## config.mk

```make
export PLATFORM = sky130hd
export DESIGN_NAME = neuron_seq
export DESIGN_NICKNAME = d
export VERILOG_FILES = /design/src/rtl/neuron_pkg.sv /design/src/rtl/round_sat_relu.sv /design/src/rtl/neuron_seq.sv
export SDC_FILE = /design/constraint.sdc
export NUM_CORES = 1
export LEC_CHECK = 0
export BUFFER_PORTS_ARGS = -buffer_cell sky130_fd_sc_hd__buf_2
export CORE_MARGIN = 5
export CORE_UTILIZATION = 35
export CTS_CLUSTER_DIAMETER = 40
export DETAILED_ROUTE_END_ITERATION = 6
export PLACE_DENSITY = 0.54
export SYNTH_ARGS = -nofsm -noshare
export SYNTH_HDL_FRONTEND = slang
export SYNTH_SLANG_ARGS = --single-unit
```

## constraint.sdc

```tcl
create_clock -name clk -period 11.2 [get_ports clk]
set_clock_uncertainty 0.05 [all_clocks]
set_input_delay 2.8 -clock clk [delete_from_list [all_inputs] [get_ports clk]]
set_output_delay 2.8 -clock clk [all_outputs]
set_load 0.005 [all_outputs]
```

## src/rtl/neuron_pkg.sv

```systemverilog
// Shared constants and FSM state encoding for the neuron sequencer.
package neuron_pkg;

   localparam int ACC_W  = 20;            // accumulator width (signed)
   localparam int DATA_W = 8;             // x, weight, bias and y width (signed)
   localparam int PROD_W = 2 * DATA_W;    // full signed product width

   typedef enum logic [1:0] {
      IDLE,
      ACCUM,
      FINISH,
      OUT
   } state_t;

endpackage

```

## src/rtl/round_sat_relu.sv

```systemverilog
// Combinational output stage: round half up, arithmetic shift, saturate to
// the 8-bit signed range, then optional ReLU.
module round_sat_relu
   import neuron_pkg::*;
#(
   parameter int SHIFT = 6
) (
   input  logic signed [ACC_W-1:0]  i_acc,
   input  logic                     i_relu,
   output logic signed [DATA_W-1:0] o_y
);

   // One extra bit so adding the rounding constant can never wrap.
   localparam logic signed [ACC_W:0] HALF    = (ACC_W+1)'(1) << (SHIFT - 1);
   localparam logic signed [ACC_W:0] SAT_MAX = (ACC_W+1)'(127);
   localparam logic signed [ACC_W:0] SAT_MIN = (ACC_W+1)'(-128);

   logic signed [ACC_W:0] w_sum;
   logic signed [ACC_W:0] w_shift;

   // Round, shift, clamp, then clip negatives when ReLU is on.
   always_comb begin
      // NOTE: every output of a combinational block gets a default first so
      // no path through the if/else chain can leave it unassigned (latch).
      o_y     = '0;
      w_sum   = {i_acc[ACC_W-1], i_acc} + HALF;
      w_shift = w_sum >>> SHIFT;
      if (w_shift > SAT_MAX) begin
         o_y = SAT_MAX[DATA_W-1:0];
      end else if (w_shift < SAT_MIN) begin
         o_y = SAT_MIN[DATA_W-1:0];
      end else begin
         o_y = w_shift[DATA_W-1:0];
      end
      if (i_relu && w_shift[ACC_W]) begin
         o_y = '0;
      end
   end

endmodule

```

## src/rtl/neuron_seq.sv

```systemverilog
// Single neuron evaluated sequentially: bias plus N_IN streamed
// multiply-accumulates, then round/saturate/ReLU into a one-entry result.
module neuron_seq
   import neuron_pkg::*;
#(
   parameter int N_IN  = 4,
   parameter int SHIFT = 6
) (
   input  logic                     clk,
   input  logic                     rst,
   input  logic                     cfg_we,
   input  logic [2:0]               cfg_addr,
   input  logic signed [DATA_W-1:0] cfg_wdata,
   input  logic                     bias_we,
   input  logic signed [DATA_W-1:0] bias_wdata,
   input  logic                     relu_en,
   input  logic                     start,
   output logic                     busy,
   input  logic                     x_valid,
   output logic                     x_ready,
   input  logic signed [DATA_W-1:0] x_data,
   output logic                     y_valid,
   input  logic                     y_ready,
   output logic signed [DATA_W-1:0] y_data
);

   localparam int CNT_W = 4;
   localparam int IDX_W = (N_IN > 1) ? $clog2(N_IN) : 1;

   state_t                   r_state;
   state_t                   w_next_state;
   logic signed [DATA_W-1:0] r_weights [N_IN];
   logic signed [DATA_W-1:0] r_bias;
   logic signed [ACC_W-1:0]  r_acc;
   logic [CNT_W-1:0]         r_count;
   logic                     r_relu;

   logic                     w_x_fire;
   logic                     w_last;
   logic                     w_cfg_hit;
   logic signed [DATA_W-1:0] w_weight;
   logic signed [PROD_W-1:0] w_prod;
   logic signed [DATA_W-1:0] w_y;

   // Handshakes are derived from the state register, never from outputs.
   assign w_x_fire  = x_valid && (r_state == ACCUM);
   assign w_last    = (r_count == CNT_W'(N_IN - 1));
   assign w_cfg_hit = ({1'b0, cfg_addr} < CNT_W'(N_IN));
   assign w_weight  = r_weights[r_count[IDX_W-1:0]];
   assign w_prod    = PROD_W'(x_data) * PROD_W'(w_weight);

   round_sat_relu #(
      .SHIFT (SHIFT)
   ) u_round_sat_relu (
      .i_acc  (r_acc),
      .i_relu (r_relu),
      .o_y    (w_y)
   );

   // State register.
   always_ff @(posedge clk or posedge rst) begin
      // NOTE: sequential state uses non-blocking assignment so every register
      // samples pre-edge values regardless of statement order.
      if (rst) begin
         r_state <= IDLE;
      end else begin
         r_state <= w_next_state;
      end
   end

   // Next-state logic and status outputs.
   always_comb begin
      w_next_state = r_state;
      busy         = 1'b1;
      x_ready      = 1'b0;
      y_valid      = 1'b0;
      case (r_state)
         IDLE: begin
            busy = 1'b0;
            if (start) begin
               w_next_state = ACCUM;
            end
         end
         ACCUM: begin
            x_ready = 1'b1;
            if (w_x_fire && w_last) begin
               w_next_state = FINISH;
            end
         end
         FINISH: begin
            w_next_state = OUT;
         end
         OUT: begin
            y_valid = 1'b1;
            if (y_ready) begin
               w_next_state = IDLE;
            end
         end
         default: begin
            w_next_state = IDLE;
         end
      endcase
   end

   // Configuration, accumulation and result capture.
   always_ff @(posedge clk or posedge rst) begin
      if (rst) begin
         // NOTE: the weight array is a handful of flops, so it is reset with
         // everything else; an aborted run must not see stale weights.
         for (int i = 0; i < N_IN; i++) begin
            r_weights[i] <= '0;
         end
         r_bias  <= '0;
         r_acc   <= '0;
         r_count <= '0;
         r_relu  <= 1'b0;
         y_data  <= '0;
      end else begin
         case (r_state)
            IDLE: begin
               if (cfg_we && w_cfg_hit) begin
                  r_weights[cfg_addr[IDX_W-1:0]] <= cfg_wdata;
               end
               if (bias_we) begin
                  r_bias <= bias_wdata;
               end
               if (start) begin
                  r_acc   <= ACC_W'(r_bias) <<< SHIFT;
                  r_count <= '0;
                  r_relu  <= relu_en;
               end
            end
            ACCUM: begin
               if (w_x_fire) begin
                  r_acc   <= r_acc + ACC_W'(w_prod);
                  r_count <= r_count + CNT_W'(1);
               end
            end
            FINISH: begin
               y_data <= w_y;
            end
            default: begin
            end
         endcase
      end
   end

endmodule
```

Yosys cells after proc, flatten, opt, wreduce, memory -nomap -nowiden
Cells that the tools add are included.

word-level totals
  bits in registers = 75
  bits of input ports = 35

operators by class
  add/sub/neg operators = 3
  multiplexer cells = 22
  bitwise gates (word level) = 2
  reductions and logical operators = 12
  order comparisons = 6
  $mul = 1
  equal/unequal tests = 8

operators by type and width
  operator                                                      count
  two-way mux 8 bit                                             6
  two-way mux 20 bit                                            2
  one-hot mux 20 bit (2 select lines)                           1
  bitwise mux 32 bit                                            1
  adder 20 x 7 -> 21 bit (second input constant)                1
  adder 20 x 16 -> 20 bit                                       1
  binary-select mux 8 bit (select 2 bit)                        1
  demux 8 bit (select 2 bit)                                    1
  multiplier 8 x 8 -> 16 bit                                    1
  > comparator 15 x 8 -> 1 bit (second input constant)          1
  less-than comparator 15 x 8 -> 1 bit (second input constant)  1
  two-way mux 4 bit                                             2
  one-hot mux 2 bit (4 select lines)                            1
  one-hot mux 4 bit (2 select lines)                            1
  >= comparator 3 bit (second input constant)                   2
  two-way mux 2 bit                                             3
  != test 2 bit (second input constant)                         3
  NOT 2 -> 3 bit                                                2
  AND reduction 2 bit                                           3
  AND reduction 3 bit                                           2
  logical AND 1 bit                                             5
  adder 4 x 1 -> 4 bit (second input constant)                  1
  == test 2 bit (second input constant)                         2
  == test 4 x 2 -> 1 bit (second input constant)                1
  7 further kinds                                               9

Depth between registers and ports, before layout
  depth after elaboration = 8
  mapped depth = 20

Cells and area by module
From an unflattened synthesis, not the netlist that was laid out.

second synthesis, totals
  cells, all modules = 703
  area total of the unflattened synthesis = 7425.9 µm²

modules (own cells, without submodules)
  module          sequential area each (µm²)  cells an instance  area an instance (µm²)  times used
  neuron_seq      1876.8                      625                6876.6                  1
  round_sat_relu  0.0                         78                 549.3                   1

Worst setup path after synthesis
No wires, ideal clock.

  path type = in2reg
  from = input port x_data[7]
  to = register r_acc[18]
  required time = 11.081 ns
  arrival time = 7.236 ns
  slack = 3.845 ns
  path buffers = 0
  stages on the path = 15
  cells stage by stage = and2_1 inv_1 fa_1 inv_1 fa_1 fa_1 fa_1 fa_1 ha_1 o21a_1 o31ai_2 a211oi_1 nor3_1 a2111o_1 nand3_1

between the ends
  cells in the longest elaborated chain, start to end = 4

RTL lines
  item                                 RTL line           text
  start: declaration                   neuron_seq.sv:21   input logic signed [DATA_W-1:0] x_data,
  multiplier 8 x 8 -> 16 bit           neuron_seq.sv:50   assign w_prod = PROD_W'(x_data) * PROD_W'(w_weight);
  adder 20 x 16 -> 20 bit              neuron_seq.sv:135  r_acc <= r_acc + ACC_W'(w_prod);
  two-way mux 20 bit                   neuron_seq.sv:134  if (w_x_fire) begin
  one-hot mux 20 bit (2 select lines)  neuron_seq.sv:119  case (r_state)
  end signal: assignment               neuron_seq.sv:128  r_acc <= ACC_W'(r_bias) <<< SHIFT;
  end signal: assignment               neuron_seq.sv:135
  end: declaration                     neuron_seq.sv:34   logic signed [ACC_W-1:0] r_acc;

No other way between the ends. The select of a mux whose other input is x is not followed.
A chain may end at the register's enable or synchronous reset.

Worst setup path after layout
  from = input port x_data[7]
  to = register r_acc[16]

The elaborated chain is that of the path after synthesis.

==> results by group <==
Setup path
  – RR Startpoint: r_count[1]
  – Kind of launch point of the worst setup path: primary input
  – Logic depth of the worst path, buffers included: 15
  – Largest fanout on the critical path: 13
  – Total buffers and inverters traversed by the critical path: 3
  – Endpoint arrival time on the critical path: 7.84 ns
  – Worst path cell trace: buf_2 > and2_1 > inv_1 > fa_1 > inv_1 > fa_1 > fa_1 > fa_1 > fa_1 > ha_1 > o31ai_2 > a211oi_1 > o31ai_1 > xor2_1 > o21ai_1
  – Cell type with the highest occurrence count on the critical path: fa_1
  – Setup Crit Path Kind: primary input to flip-flop
  – Setup slack of the most critical reg-to-reg path: 4.80 ns
  – Critical path endpoint category: flip-flop
  – Max stage delay on crit path: 0.61 ns
  – Required time of the critical path: 11.37 ns
  – Capture instance of the worst register-to-register path: r_acc[16]
  – Family with the most delay on the worst path: adder cells
  – Max stage delay cell, worst path: and2_1
  – R2r worst-path depth: 15

Yosys
  – Area share of the leading cell type in the synthesized netlist: 25.85%
  – Number of distinct library cells after synthesis: 60
  – Most frequent cell after synthesis: inv_1
  – Seq/Total Area, Yosys: 25.85%
  – Mapped Area: 7261 µm²
  – Post-synth ARST share: 100.0%
  – Number of enable-type register cells in the synthesized netlist: 0
  – Commonest cells in the netlist: inv_1 (119), fa_1 (88), dfrtp_1 (75), nand2_1 (55), ha_1 (53)
  – Synth Net Count: 870
  – Cell type with the largest total area after synthesis: dfrtp_1
  – Post-synthesis register bit count: 75
  – Synth warn: 0
  – Post-synthesis cell count: 694
  – Dominant cells by area after synthesis: dfrtp_1 (26%), fa_1 (24%), ha_1 (9.1%), mux2_2 (6.8%), inv_1 (6.2%)
  – Most used DFF post-synth: dfrtp_1
  – Syn Area/Cell: 10.46 µm²

Finish
  – Layout fillers: 2006
  – Area of all placed cells without fillers: 8105 µm²
  – Proportion of layout cells with a drive suffix above 1: 17.50%
  – Total inserted antenna cells: 0
  – Final nets: 914
  – Synthesis-to-finish area growth: 11.63%

Status
  – Result of the run: completed

Detailed routing
  – Detailed-route via count: 4849
  – 1st-pass router iterations: 4
  – Violation count after the first detailed-route iteration: 181
  – Vias per std cell: 4.787
  – Count of unresolved DRC violations after routing: 0
  – Routed Wire Length: 15650 µm
  – Post-DR wirelength/cell: 15.45 µm
  – Remaining antenna violation count: 0

STA
  – Max-slew violations: 0
  – Unrepaired setup endpoints after global routing: no
  – Final-report hold violation count: 0
  – Final sum of negative setup slack: 0 ns
  – Fmax achieved: 130.4 MHz
  – Share of the clock period used by the worst path after layout: 68.45%
  – Number of setup violations in the final report: 0
  – Min Clock Period, post-route: 7.667 ns
  – Transition time of the tightest slew-check pin: 0.9793 ns
  – Worst-case headroom to the max-slew limit: 34.71%

Die
  – Die Y-Extent: 154.0 µm
  – Count of boundary I/O pins: 46
  – Die width: 154.0 µm
  – Die Area: 23730 µm²
  – Starting density of the core: 35.77%
  – Standard-cell row count: 52
  – CORE AREA: 20300 µm²

GRT
  – Via count of the first global-routing pass: 5108
  – GR Util All Layers: 13.81%
  – Initial antenna violation count: 0
  – Maximum number of pins on one net before global-route repair: 76
  – Overflow after GRT: 0
  – Wire length of the first global-routing pass: 26700 µm

Hold path
  – Worst hold path type: flip-flop to flip-flop
  – Worst hold path startpoint: r_acc[0]
  – Hold worst-path end: r_acc[0]
  – Worst Hold Path Cells: 2

CTS
  – Clock tree from TritonCTS: built
  – Hold_buf cts: 0
  – Cell at the root of the clock tree: clkbuf_16
  – Sink Count: 75
  – Post-cts gate resize count: 0
  – TritonCTS Buffers: 9
  – Largest buffer count on any clock path: 2
  – Setup Fix Bufs, Post-CTS: 0
  – Clock latency of the later-clocked register in the worst-skew pair: 0.35 ns
  – Clock input transition at the sequential cells of the worst setup and hold paths: 0.06 ns
  – H-tree depth: 3

Placed design
  – Placed wire-length estimate: 12620 µm
  – I/O Buffers: 45
  – Gpl congestion: 0.8199
  – Placed Area: 7772 µm²

Run
  – Reported max-cap violation count: 0
-- kinds of logic after synthesis --
kind of cell	synth area share, %
fa+ha+maj	33.40
buf+inv	7.065
xor+xnor	2.533
flops	25.85
compound gates	9.495
mux	10.03
simple gates	11.63
-- flip-flops by register name, indices dropped and copies added, names as in the netlist --
name and flops:
r_state 2, r_weights 32, r_acc 20, r_count 4, y_data 8, r_bias 8, r_relu 1
-- area by class of cell --
type / instances / area (µm²) / area share, %
clock inverter: 7 / 107.6 / 1.328
sequential: 75 / 1877 / 23.16
multi-input combinational: 486 / 4871 / 60.10
clock buffer: 9 / 225.2 / 2.779
tap: 270 / 337.8 / 4.168
inverter: 119 / 446.7 / 5.511
timing repair buffer: 47 / 240.2 / 2.964
-- layout by cell type, fill, tap and decap left out, types with 8 or more instances in the layout --
master / n
nor2_1: 15
xnor2_1: 14
ha_1: 53
a21oi_1: 15
o21ai_0: 25
o21ai_1: 8
mux2_2: 44
nand3_1: 11
fa_1: 88
dfrtp_1: 75
buf_2: 45
nand2_1: 55
inv_1: 118
a21o_1: 14
clkbuf_16: 9
and2_1: 37
-- through the flow --
stage	setup WS [ns]	instances	hold slack, ns	utilization (%)
2_1_floorplan	3.845	694	0.3953	-
3_3_place_gp	3.258	997	0.4137	38.29
3_5_place_dp	3.173	997	0.4197	38.29
4_1_cts	3.521	1013	0.4330	39.93
5_1_grt	3.229	1013	0.4614	39.93
6_report	3.533	1013	0.4295	39.93
-- how the worst max path moves through the flow --
stage,startpoint,endpoint,slack [ns]
2_1_floorplan,x_data[7],r_acc[18],3.85
3_3_place_gp,x_data[7],r_acc[18],3.26
3_5_place_dp,x_data[7],r_acc[18],3.17
4_1_cts,x_data[7],r_acc[18],3.52
5_1_grt,x_data[7],r_acc[18],3.23
6_report,x_data[7],r_acc[16],3.53
-- worst register-to-register path, cell delays in order (launching register included) --
cell and delay [ns]:
dfrtp_1 0.77, mux4_2 0.54, and2_1 0.64, inv_1 0.15, fa_1 0.55, inv_1 0.06, fa_1 0.53, fa_1 0.45
fa_1 0.59, fa_1 0.44, ha_1 0.28, o31ai_2 0.46, a211oi_1 0.21, o31ai_1 0.32, xor2_1 0.19, o21ai_1 0.07
-- layer usage --
layer	part of all wire (%)	global-route usage (%)	vias up
met3	2.6	2.024	10
met5	0	0	-
li1	-	-	2379
met1	52	20.78	2401
met4	1.3	3.785	0
met2	44	20.74	59
Power is left out: the tool's default activity adds up to more than one toggle a clock period on the data nets, which glitch-free logic cannot reach.
